$ cat src/rtl/alu_pkg.sv
// Shared opcode/error constants, command word and screening helpers
// for the ALU command sequencer.
package alu_pkg;

  localparam logic [3:0] OP_ADD  = 4'd0;
  localparam logic [3:0] OP_SUB  = 4'd1;
  localparam logic [3:0] OP_MUL  = 4'd2;
  localparam logic [3:0] OP_DIV  = 4'd3;
  localparam logic [3:0] OP_FACT = 4'd4;
  localparam logic [3:0] OP_EXP  = 4'd5;
  localparam logic [3:0] OP_AND  = 4'd6;
  localparam logic [3:0] OP_OR   = 4'd7;
  localparam logic [3:0] OP_XOR  = 4'd8;
  localparam logic [3:0] OP_NOT  = 4'd9;
  localparam logic [3:0] OP_SHL  = 4'd10;
  localparam logic [3:0] OP_SHR  = 4'd11;

  localparam logic [1:0] ERR_NONE    = 2'd0;
  localparam logic [1:0] ERR_DIV0    = 2'd1;
  localparam logic [1:0] ERR_RANGE   = 2'd2;
  localparam logic [1:0] ERR_ILLEGAL = 2'd3;

  localparam logic [15:0] FACT_MAX = 16'd12;
  localparam logic [15:0] EXP_MAX  = 16'd22;

  typedef struct packed {
    logic [3:0]  op;
    logic [15:0] a;
    logic [15:0] b;
  } cmd_t;

  typedef enum logic [1:0] {
    ST_IDLE,
    ST_WAIT,
    ST_RESP
  } state_t;

  function automatic logic is_wide(input logic [3:0] op);
    return (op == OP_MUL) || (op == OP_FACT) || (op == OP_EXP);
  endfunction

  // The three error conditions are mutually exclusive by opcode.
  function automatic logic [1:0] screen(input cmd_t c);
    logic [1:0] err;
    unique case (1'b1)
      (c.op > OP_SHR):
        err = ERR_ILLEGAL;
      (c.op == OP_DIV && c.b == '0):
        err = ERR_DIV0;
      ((c.op == OP_FACT && c.a > FACT_MAX) ||
       (c.op == OP_EXP && c.a > EXP_MAX)):
        err = ERR_RANGE;
      default:
        err = ERR_NONE;
    endcase
    return err;
  endfunction

endpackage

$ cat src/rtl/alu_cmd_fifo.sv
// Synchronous command FIFO; count register separates full from empty.
// Reads are combinational from the head slot.
module alu_cmd_fifo
  import alu_pkg::*;
#(
  parameter int DEPTH = 4
) (
  input  logic clk,
  input  logic reset,
  input  logic push,
  input  cmd_t wdata,
  input  logic pop,
  output cmd_t rdata,
  output logic full,
  output logic empty
);

  localparam int AW = (DEPTH > 1) ? $clog2(DEPTH) : 1;

  cmd_t           r_mem [DEPTH];
  logic [AW-1:0]  r_wr;
  logic [AW-1:0]  r_rd;
  logic [AW:0]    r_cnt;
  logic           w_push;
  logic           w_pop;

  assign full   = (r_cnt == (AW+1)'(DEPTH));
  assign empty  = (r_cnt == '0);
  assign w_push = push && !full;
  assign w_pop  = pop && !empty;
  assign rdata  = r_mem[r_rd];

  always_ff @(posedge clk) begin
    if (w_push) r_mem[r_wr] <= wdata;
  end

  always_ff @(posedge clk or negedge reset) begin
    if (!reset) begin
      r_wr  <= '0;
      r_rd  <= '0;
      r_cnt <= '0;
    end else begin
      if (w_push) r_wr <= r_wr + 1'b1;
      if (w_pop)  r_rd <= r_rd + 1'b1;
      if (w_push && !w_pop)      r_cnt <= r_cnt + 1'b1;
      else if (w_pop && !w_push) r_cnt <= r_cnt - 1'b1;
    end
  end

endmodule

$ cat src/rtl/alu_cmd_sequencer.sv
// Screens queued ALU commands, drives legal ones into the ALU and
// returns the captured result with an error code.
module alu_cmd_sequencer
  import alu_pkg::*;
#(
  parameter int FIFO_DEPTH    = 4,
  parameter int SETTLE_CYCLES = 2
) (
  input  logic        clk,
  input  logic        reset,
  input  logic        cmd_valid,
  output logic        cmd_ready,
  input  logic [3:0]  cmd_op,
  input  logic [15:0] cmd_a,
  input  logic [15:0] cmd_b,
  output logic [15:0] alu_a,
  output logic [15:0] alu_b,
  output logic [3:0]  alu_op,
  input  logic [31:0] alu_res,
  output logic        rsp_valid,
  input  logic        rsp_ready,
  output logic [31:0] rsp_data,
  output logic [1:0]  rsp_err,
  output logic        busy
);

  localparam int CW =
    (SETTLE_CYCLES > 1) ? $clog2(SETTLE_CYCLES) : 1;

  state_t        r_state;
  state_t        w_next;
  logic [CW-1:0] r_cnt;
  logic [15:0]   r_alu_a;
  logic [15:0]   r_alu_b;
  logic [3:0]    r_alu_op;
  logic [31:0]   r_rsp_data;
  logic [1:0]    r_rsp_err;
  cmd_t          w_wdata;
  cmd_t          w_head;
  logic          w_full;
  logic          w_empty;
  logic          w_pop;
  logic [1:0]    w_err;

  assign w_wdata = {cmd_op, cmd_a, cmd_b};

  alu_cmd_fifo #(
    .DEPTH (FIFO_DEPTH)
  ) u_fifo (
    .clk   (clk),
    .reset (reset),
    .push  (cmd_valid),
    .wdata (w_wdata),
    .pop   (w_pop),
    .rdata (w_head),
    .full  (w_full),
    .empty (w_empty)
  );

  assign w_err     = screen(w_head);
  assign cmd_ready = !w_full;
  assign busy      = !w_empty || (r_state != ST_IDLE);
  assign rsp_valid = (r_state == ST_RESP);
  assign alu_a     = r_alu_a;
  assign alu_b     = r_alu_b;
  assign alu_op    = r_alu_op;
  assign rsp_data  = r_rsp_data;
  assign rsp_err   = r_rsp_err;

  always_ff @(posedge clk or negedge reset) begin
    if (!reset) r_state <= ST_IDLE;
    else        r_state <= w_next;
  end

  always_comb begin
    w_next = r_state;
    w_pop  = 1'b0;
    unique case (r_state)
      ST_IDLE: begin
        if (!w_empty) begin
          w_pop  = 1'b1;
          w_next = (w_err != ERR_NONE) ? ST_RESP : ST_WAIT;
        end
      end
      ST_WAIT: if (r_cnt == '0) w_next = ST_RESP;
      ST_RESP: if (rsp_ready)   w_next = ST_IDLE;
      default: w_next = ST_IDLE;
    endcase
  end

  // Errored commands never touch the ALU operands.
  always_ff @(posedge clk or negedge reset) begin
    if (!reset) begin
      r_cnt      <= '0;
      r_alu_a    <= '0;
      r_alu_b    <= '0;
      r_alu_op   <= '0;
      r_rsp_data <= '0;
      r_rsp_err  <= ERR_NONE;
    end else if (r_state == ST_IDLE && !w_empty) begin
      if (w_err != ERR_NONE) begin
        r_rsp_data <= '0;
        r_rsp_err  <= w_err;
      end else begin
        r_alu_a  <= w_head.a;
        r_alu_b  <= w_head.b;
        r_alu_op <= w_head.op;
        r_cnt    <= CW'(SETTLE_CYCLES - 1);
      end
    end else if (r_state == ST_WAIT) begin
      if (r_cnt != '0) begin
        r_cnt <= r_cnt - 1'b1;
      end else begin
        r_rsp_data <= is_wide(r_alu_op) ?
                      alu_res : {16'b0, alu_res[15:0]};
        r_rsp_err  <= ERR_NONE;
      end
    end
  end

endmodule
$ cat config.mk
export PLATFORM = sky130hd
export DESIGN_NAME = alu_cmd_sequencer
export DESIGN_NICKNAME = d
export VERILOG_FILES = /design/src/rtl/alu_pkg.sv /design/src/rtl/alu_cmd_fifo.sv /design/src/rtl/alu_cmd_sequencer.sv
export SDC_FILE = /design/constraint.sdc
export NUM_CORES = 1
export LEC_CHECK = 0
export BUFFER_PORTS_ARGS = -buffer_cell sky130_fd_sc_hd__buf_4
export CAP_MARGIN = 20
export CORE_ASPECT_RATIO = 0.6
export CORE_MARGIN = 2
export CORE_UTILIZATION = 56
export CTS_CLUSTER_DIAMETER = 60
export CTS_CLUSTER_SIZE = 8
export DETAILED_ROUTE_END_ITERATION = 10
export PLACE_DENSITY = 0.79
export SLEW_MARGIN = 20
export SYNTH_ARGS = -nofsm -noshare
export SYNTH_HDL_FRONTEND = slang
export SYNTH_HIERARCHICAL = 1
export SYNTH_SLANG_ARGS = --single-unit
$ cat constraint.sdc
create_clock -name clk -period 4 [get_ports clk]
set_clock_uncertainty 0.15 [all_clocks]
set_input_delay 0.6 -clock clk [delete_from_list [all_inputs] [get_ports clk]]
set_output_delay 0.6 -clock clk [all_outputs]
set_load 0.01 [all_outputs]
==> impl_metrics.env, run 1 <==
export IMPL_outcome="finished with violations"
export IMPL_violations="hold timing"
export IMPL_worstSkewPairLatency_ns=0.53
export IMPL_cp_startpoint="u_fifo/r_rd[0]"
export IMPL_groute_usage_overall_pct=22.6
export IMPL_via_count=4976
export IMPL_grt_max_degree=57
export IMPL_hold_path_class="in -> async"
export IMPL_leakagePower_nw=4.34
export IMPL_dpl_hpwl_um=11700
export IMPL_wirelength_um=18200
export IMPL_multi_input_area_sq_mm=0.00223
export IMPL_cpPeakStageDelay_ns=0.57
export IMPL_p_sw_share_pct=32.3
export IMPL_synth_mux_area_share_pct=16.1
export IMPL_synth_area_sq_mm=0.00872
export IMPL_dr_pass1_iters=5
export IMPL_syn_num_nets=554
export IMPL_hold_buffers=0
export IMPL_clockRootBuffer="clkbuf_16"
export IMPL_nNetsFinal=717
export IMPL_die_w_um=165
export IMPL_synth_cell_types=43
export IMPL_synth_compound_area_share_pct=4.51
export IMPL_synth_xor_area_share_pct=0.603
export IMPL_grt_pass1_wl_um=28200
export IMPL_cp_top_family="multiplexers"
export IMPL_max_freq_mhz=281
export IMPL_port_buffers=144
export IMPL_layout_common_cells="buf_4, edfxtp_1, dfrtp_1"
export IMPL_tritoncts="built"
export IMPL_overflow=0
export IMPL_power_frac_comb_pct=35.2
export IMPL_synth_top_family_by_area="multiplexers"
export IMPL_ant_nets=0
export IMPL_drive_above_1_share_pct=35.1
export IMPL_rsz0062_at_grt="no"
export IMPL_drt_initial_drc_count=463
export IMPL_avgSynthCellArea_sq_um=18.3
export IMPL_dieArea_sq_mm=0.0166
export IMPL_cp_buffers_inverters=2
export IMPL_start_util_pct=57.1
export IMPL_regArea_sq_mm=0.00633
export IMPL_cp_arrival_ns=3.80
export IMPL_numCtsBuffers=31
export IMPL_cts_resized=0
export IMPL_end_kind="flop"
export IMPL_wl_per_cell_um=21.1
export IMPL_routabilityCongestion=0.759
export IMPL_clk_pin_slew_ns=0.05
export IMPL_grt_pass1_vias=5079
export IMPL_hold_worst_slack_ns=-0.0231
export IMPL_rows=35
export IMPL_postSynthCellCount=476
export IMPL_fin_crit_sh_pct=89.0
export IMPL_antenna_found_initial=0
export IMPL_io_pins=145
export IMPL_ys_ff_latch=224
export IMPL_power_mw=9.07
export IMPL_design_core_area_sq_mm=0.0153
export IMPL_fin_crit_ns=3.56
export IMPL_cap_viol_max_count=0
export IMPL_final_common_cell="buf_4"
export IMPL_postLayoutCellArea_sq_mm=0.0109
export IMPL_setup_ws_ns=0.442
export IMPL_placed_area_sq_mm=0.0100
export IMPL_diodes=0
export IMPL_place_ws_ns=0.486
export IMPL_tightest_slew_ns=1.04
export IMPL_fin_setup_tns_ns=0
export IMPL_p_sw_mw=2.93
export IMPL_clkPwrFrac_pct=25.4
export IMPL_path_max_fanout=36
export IMPL_cts_htree_levels=1
export IMPL_nFillCells=936
export IMPL_clock_sinks=224
export IMPL_yosysWarnings=6
export IMPL_slowest_stage="mux4_2"
export IMPL_synth_seq_area_share_pct=72.5
export IMPL_power_density_mw_per_mm2=831
export IMPL_slew_violations=0
export IMPL_worstSetupPathType="reg -> reg"
export IMPL_postCtsSetupBuffers=0
export IMPL_crit_path_start_kind="flop"
export IMPL_area_growth_pct=25.1
export IMPL_crit_chain="buf_4, mux4_2, nor4_1, nand2_1, a2111oi_4, o211ai_1, buf_12, mux2_1"
export IMPL_slew_headroom_pct=30.3
export IMPL_drc=0
export IMPL_r2r_start="u_fifo/r_rd[0]"
export IMPL_synth_adder_area_share_pct=0.947
export IMPL_crit_required_ns=4.24
export IMPL_via_per_inst=5.76
export IMPL_finalHoldViolCount=6
export IMPL_cts_max_path_buffers=3
export IMPL_setup_violations=0
export IMPL_die_h_um=101
export IMPL_synth_simple_area_share_pct=3.17
export IMPL_internal_power_mw=6.13
export IMPL_vdd_drop_max_uv=478
export IMPL_p_seq_share_pct=39.5
## per-layer routing
metal  track usage [%]  wire length, um  vias to the layer above
met2              34.4             8450                      239
met3              4.73             1550                       16
met4              4.62              184                        0
met5                 0                0                        -
met1              34.6             8050                     2533
li1                  -                -                     2188
## kinds of logic (layout without fill, tap and decap cells)
family                   count (synthesis)  after routing
flip-flops                             224            224
multiplexers                            90             90
AO/OA/AOI/OAI                           61             61
AND/OR/NAND/NOR                         55             55
buffers and inverters                   34            219
adder cells (fa/ha/maj)                  6              6
XOR/XNOR                                 6              6
## power by group through the flow
stage	sequential, mW	clock (mW)	combinational, mW
after floorplan	3.63	0	1.93
after global placement	3.56	0	3.06
after detailed placement	3.60	0	3.18
after CTS	3.57	2.35	3.23
after global routing	3.64	2.45	3.48
final	3.58	2.30	3.19
## metrics by stage
step / cells / hold WS (ns) / util [%]
floorplan: 476 / 0.154 / -
CTS: 864 / 0.0178 / 71.4
global placement: 808 / 0.313 / 65.5
detailed placement: 809 / 0.317 / 65.7
global route: 864 / 0.0357 / 71.4
finish: 864 / -0.0231 / 71.4
## cell type report
| class | count | area share, % |
|---|---|---|
| inverters | 10 | 0.344 |
| repair buffers | 154 | 10.9 |
| clock buffers | 55 | 7.94 |
| flip-flops and latches | 224 | 58.0 |
| multi-input cells | 218 | 20.4 |
| well taps | 203 | 2.33 |
## state kept, by name, indices dropped and copies added, names as in the netlist
signal and count:
u_fifo/r_mem 144, u_fifo/r_cnt 3, alu_op 4, u_fifo/r_rd 2, rsp_data 32, r_state 2, r_cnt 1, u_fifo/r_wr 2
alu_b 16, alu_a 16, rsp_err 2
## Yosys cell counts, drive strengths merged
cell | instances | area share, %
nand2b | 3 | 0.22
nor3b | 2 | 0.23
o31ai | 1 | 0.086
dfrtp | 80 | 23
a32o | 1 | 0.11
o211ai | 1 | 0.086
and3 | 1 | 0.072
xnor2 | 4 | 0.40
nor2 | 6 | 0.26
xor2 | 2 | 0.20
buf | 16 | 1.4
nor4 | 6 | 0.43
edfxtp | 144 | 50
nor2b | 2 | 0.14
a21boi | 1 | 0.086
nand4 | 1 | 0.072
ha | 5 | 0.72
or3 | 3 | 0.22
o21ai | 20 | 1.1
nand3 | 2 | 0.11
mux4 | 36 | 9.3
and2 | 3 | 0.22
mux2 | 38 | 4.9
nor3 | 2 | 0.17
mux2i | 16 | 1.8
a221o | 1 | 0.11
inv | 10 | 0.43
fa | 1 | 0.23
nand2 | 24 | 1.0
a21oi | 17 | 0.98
a32oi | 1 | 0.10
a2111oi | 1 | 0.32
clkbuf | 8 | 0.34
a22oi | 16 | 1.4
o311ai | 1 | 0.10
## worst reg2reg max path, delay by kind of cell, from the launching register on
family                 cells  cell delay, ns
AND/OR/NAND/NOR            2            0.56
flip-flops                 1            0.36
multiplexers               2            0.99
buffers and inverters      2            0.59
AO/OA/AOI/OAI              2            0.78
## final timing paths
check                                      to  slack, ns  cells past startpoint
setup / recovery                    alu_a[14]       0.44                      8
hold / removal                       alu_b[7]      -0.02                      1
setup reg to reg                    alu_a[14]       0.44                      8
hold reg to reg               u_fifo/r_cnt[2]       0.33                      1
max in group asynchronous        rsp_data[28]       2.93                      2
min in group clk           u_fifo/r_mem[1][1]       0.12                      1
(Power assumes the default switching activity.)
==> inputs of run 2 (changes only) <==
CORE_MARGIN = not set   (was 2)
CORE_UTILIZATION = 35   (was 56)
PLACE_DENSITY = 0.65   (was 0.79)
==> run 2 against run 1 <==
The run still ends with hold timing left. Sequential power about the same. Wire length increased by 6.4%. Critical path depth did not move. Critical endpoint unchanged.
==> impl_metrics.env, run 2 (same netlist as run 1, synthesis figures left out) <==
export IMPL_nNetsFinal=719
export IMPL_dpl_hpwl_um=12900
export IMPL_cp_arrival_ns=3.65
export IMPL_rsz0062_at_grt="no"
export IMPL_clockRootBuffer="clkbuf_16"
export IMPL_power_mw=9.06
export IMPL_cpPeakStageDelay_ns=0.55
export IMPL_worstSetupPathType="reg -> reg"
export IMPL_cts_max_path_buffers=3
export IMPL_via_count=4837
export IMPL_dr_pass1_iters=5
export IMPL_setup_ws_ns=0.608
export IMPL_cap_viol_max_count=0
export IMPL_r2r_cells=8
export IMPL_tritoncts="built"
export IMPL_area_growth_pct=26.4
export IMPL_cts_resized=0
export IMPL_cts_htree_levels=1
export IMPL_drt_initial_drc_count=293
export IMPL_groute_usage_overall_pct=15.5
export IMPL_antenna_found_initial=2
export IMPL_die_h_um=124
export IMPL_place_ws_ns=0.522
export IMPL_fin_crit_ns=3.39
export IMPL_clock_sinks=224
export IMPL_dieArea_sq_mm=0.0256
export IMPL_finalHoldViolCount=6
export IMPL_wirelength_um=19400
export IMPL_slowest_stage="mux4_2"
export IMPL_regMostFlops="u_fifo/r_mem"
export IMPL_leakagePower_nw=4.33
export IMPL_start_util_pct=35.8
export IMPL_fin_setup_tns_ns=0
export IMPL_layout_common_cells="buf_4, edfxtp_1, dfrtp_1"
export IMPL_drive_above_1_share_pct=35.3
export IMPL_end_kind="flop"
export IMPL_slew_violations=0
export IMPL_grt_pass1_wl_um=30200
export IMPL_rows=44
export IMPL_path_max_fanout=24
export IMPL_port_buffers=144
export IMPL_hold_buffers=0
export IMPL_max_freq_mhz=295
export IMPL_largest_reg_flops=144
export IMPL_routabilityCongestion=0.769
export IMPL_hold_worst_slack_ns=-0.00391
export IMPL_violations="hold timing"
export IMPL_power_density_mw_per_mm2=822
export IMPL_final_common_cell="buf_4"
export IMPL_drc=0
export IMPL_fin_crit_sh_pct=84.8
export IMPL_setup_violations=0
export IMPL_wl_per_cell_um=19.7
export IMPL_rr_endpoint="alu_a[14]"
export IMPL_design_core_area_sq_mm=0.0243
export IMPL_grt_pass1_vias=5217
export IMPL_worstSkewPairLatency_ns=0.54
export IMPL_io_pins=145
export IMPL_diodes=0
export IMPL_slew_headroom_pct=28.0
export IMPL_cp_startpoint="u_fifo/r_rd[0]"
export IMPL_via_per_inst=4.92
export IMPL_ant_nets=0
export IMPL_r2r_slack_ns=0.61
export IMPL_crit_chain="buf_4, mux4_2, nor4_1, nand2_1, a2111oi_4, o211ai_1, buf_4, mux2_1"
export IMPL_crit_required_ns=4.26
export IMPL_overflow=0
export IMPL_r2r_start="u_fifo/r_rd[0]"
export IMPL_grt_max_degree=59
export IMPL_crit_path_start_kind="flop"
export IMPL_clk_pin_slew_ns=0.05
export IMPL_die_w_um=206
export IMPL_cpMostUsedCell="buf_4"
export IMPL_numCtsBuffers=31
export IMPL_outcome="finished with violations"
export IMPL_tightest_slew_ns=1.08
export IMPL_postCtsSetupBuffers=0
export IMPL_vdd_drop_max_uv=468
export IMPL_hold_path_class="in -> async"
-- run 2: cell types whose count changed in the layout (fill, tap and decap cells not counted) --
cell      change
and2_2        -1
and2_4        +1
buf_12        -3
buf_4         +5
clkbuf_1      -1
o21ai_2       +1
o21ai_4       -1
-- run 2: stage by stage --
stage | cells | cell area, sq um | utilization, % | hold WS, ns
floorplan | 476 | 8720 | - | 0.154
global placement | 930 | 10200 | 41.8 | 0.314
detailed placement | 930 | 10200 | 41.8 | 0.328
CTS | 984 | 11000 | 45.3 | 0.0208
global route | 984 | 11000 | 45.3 | 0.0470
finish | 984 | 11000 | 45.3 | -0.00391
-- run 2: cell type report --
cell class	instances	area (sq um)
Tap cell	322	403
Clock buffer	54	862
Inverter	10	37.5
Timing Repair Buffer	156	1170
Fill cell	2155	13300
Multi-Input combinational cell	218	2220
Sequential cell	224	6330
-- run 2: worst max-delay path by stage --
stage                                  to  cells past startpoint  slack (ns)
after floorplan           u_fifo/r_cnt[1]                     11        0.97
after global placement        rsp_data[1]                      7        0.63
after detailed placement     rsp_data[12]                      7        0.52
after CTS                       alu_a[14]                      8        0.55
after global routing            alu_a[14]                      8        0.36
final                           alu_a[14]                      8        0.61
-- run 2: routing by layer --
layer	global-route usage [%]	vias up	routed length [um]
met1	22.9	2453	8970
met3	4.50	34	1650
li1	-	2190	-
met4	2.98	4	333
met5	0	-	26
met2	22.8	156	8430
-- run 2: worst max-delay path: cells and delay by family (launching register included) --
kind,cells,cell delay (ns)
mux,2,0.91
compound gates,2,0.64
buf+inv,2,0.55
simple gates,2,0.51
flops,1,0.48
-- run 2: power breakdown --
group          internal (mW)  switching (mW)
logic                   1.47            1.71
clock network           1.43           0.893
registers               3.21           0.352
total                   6.11            2.95
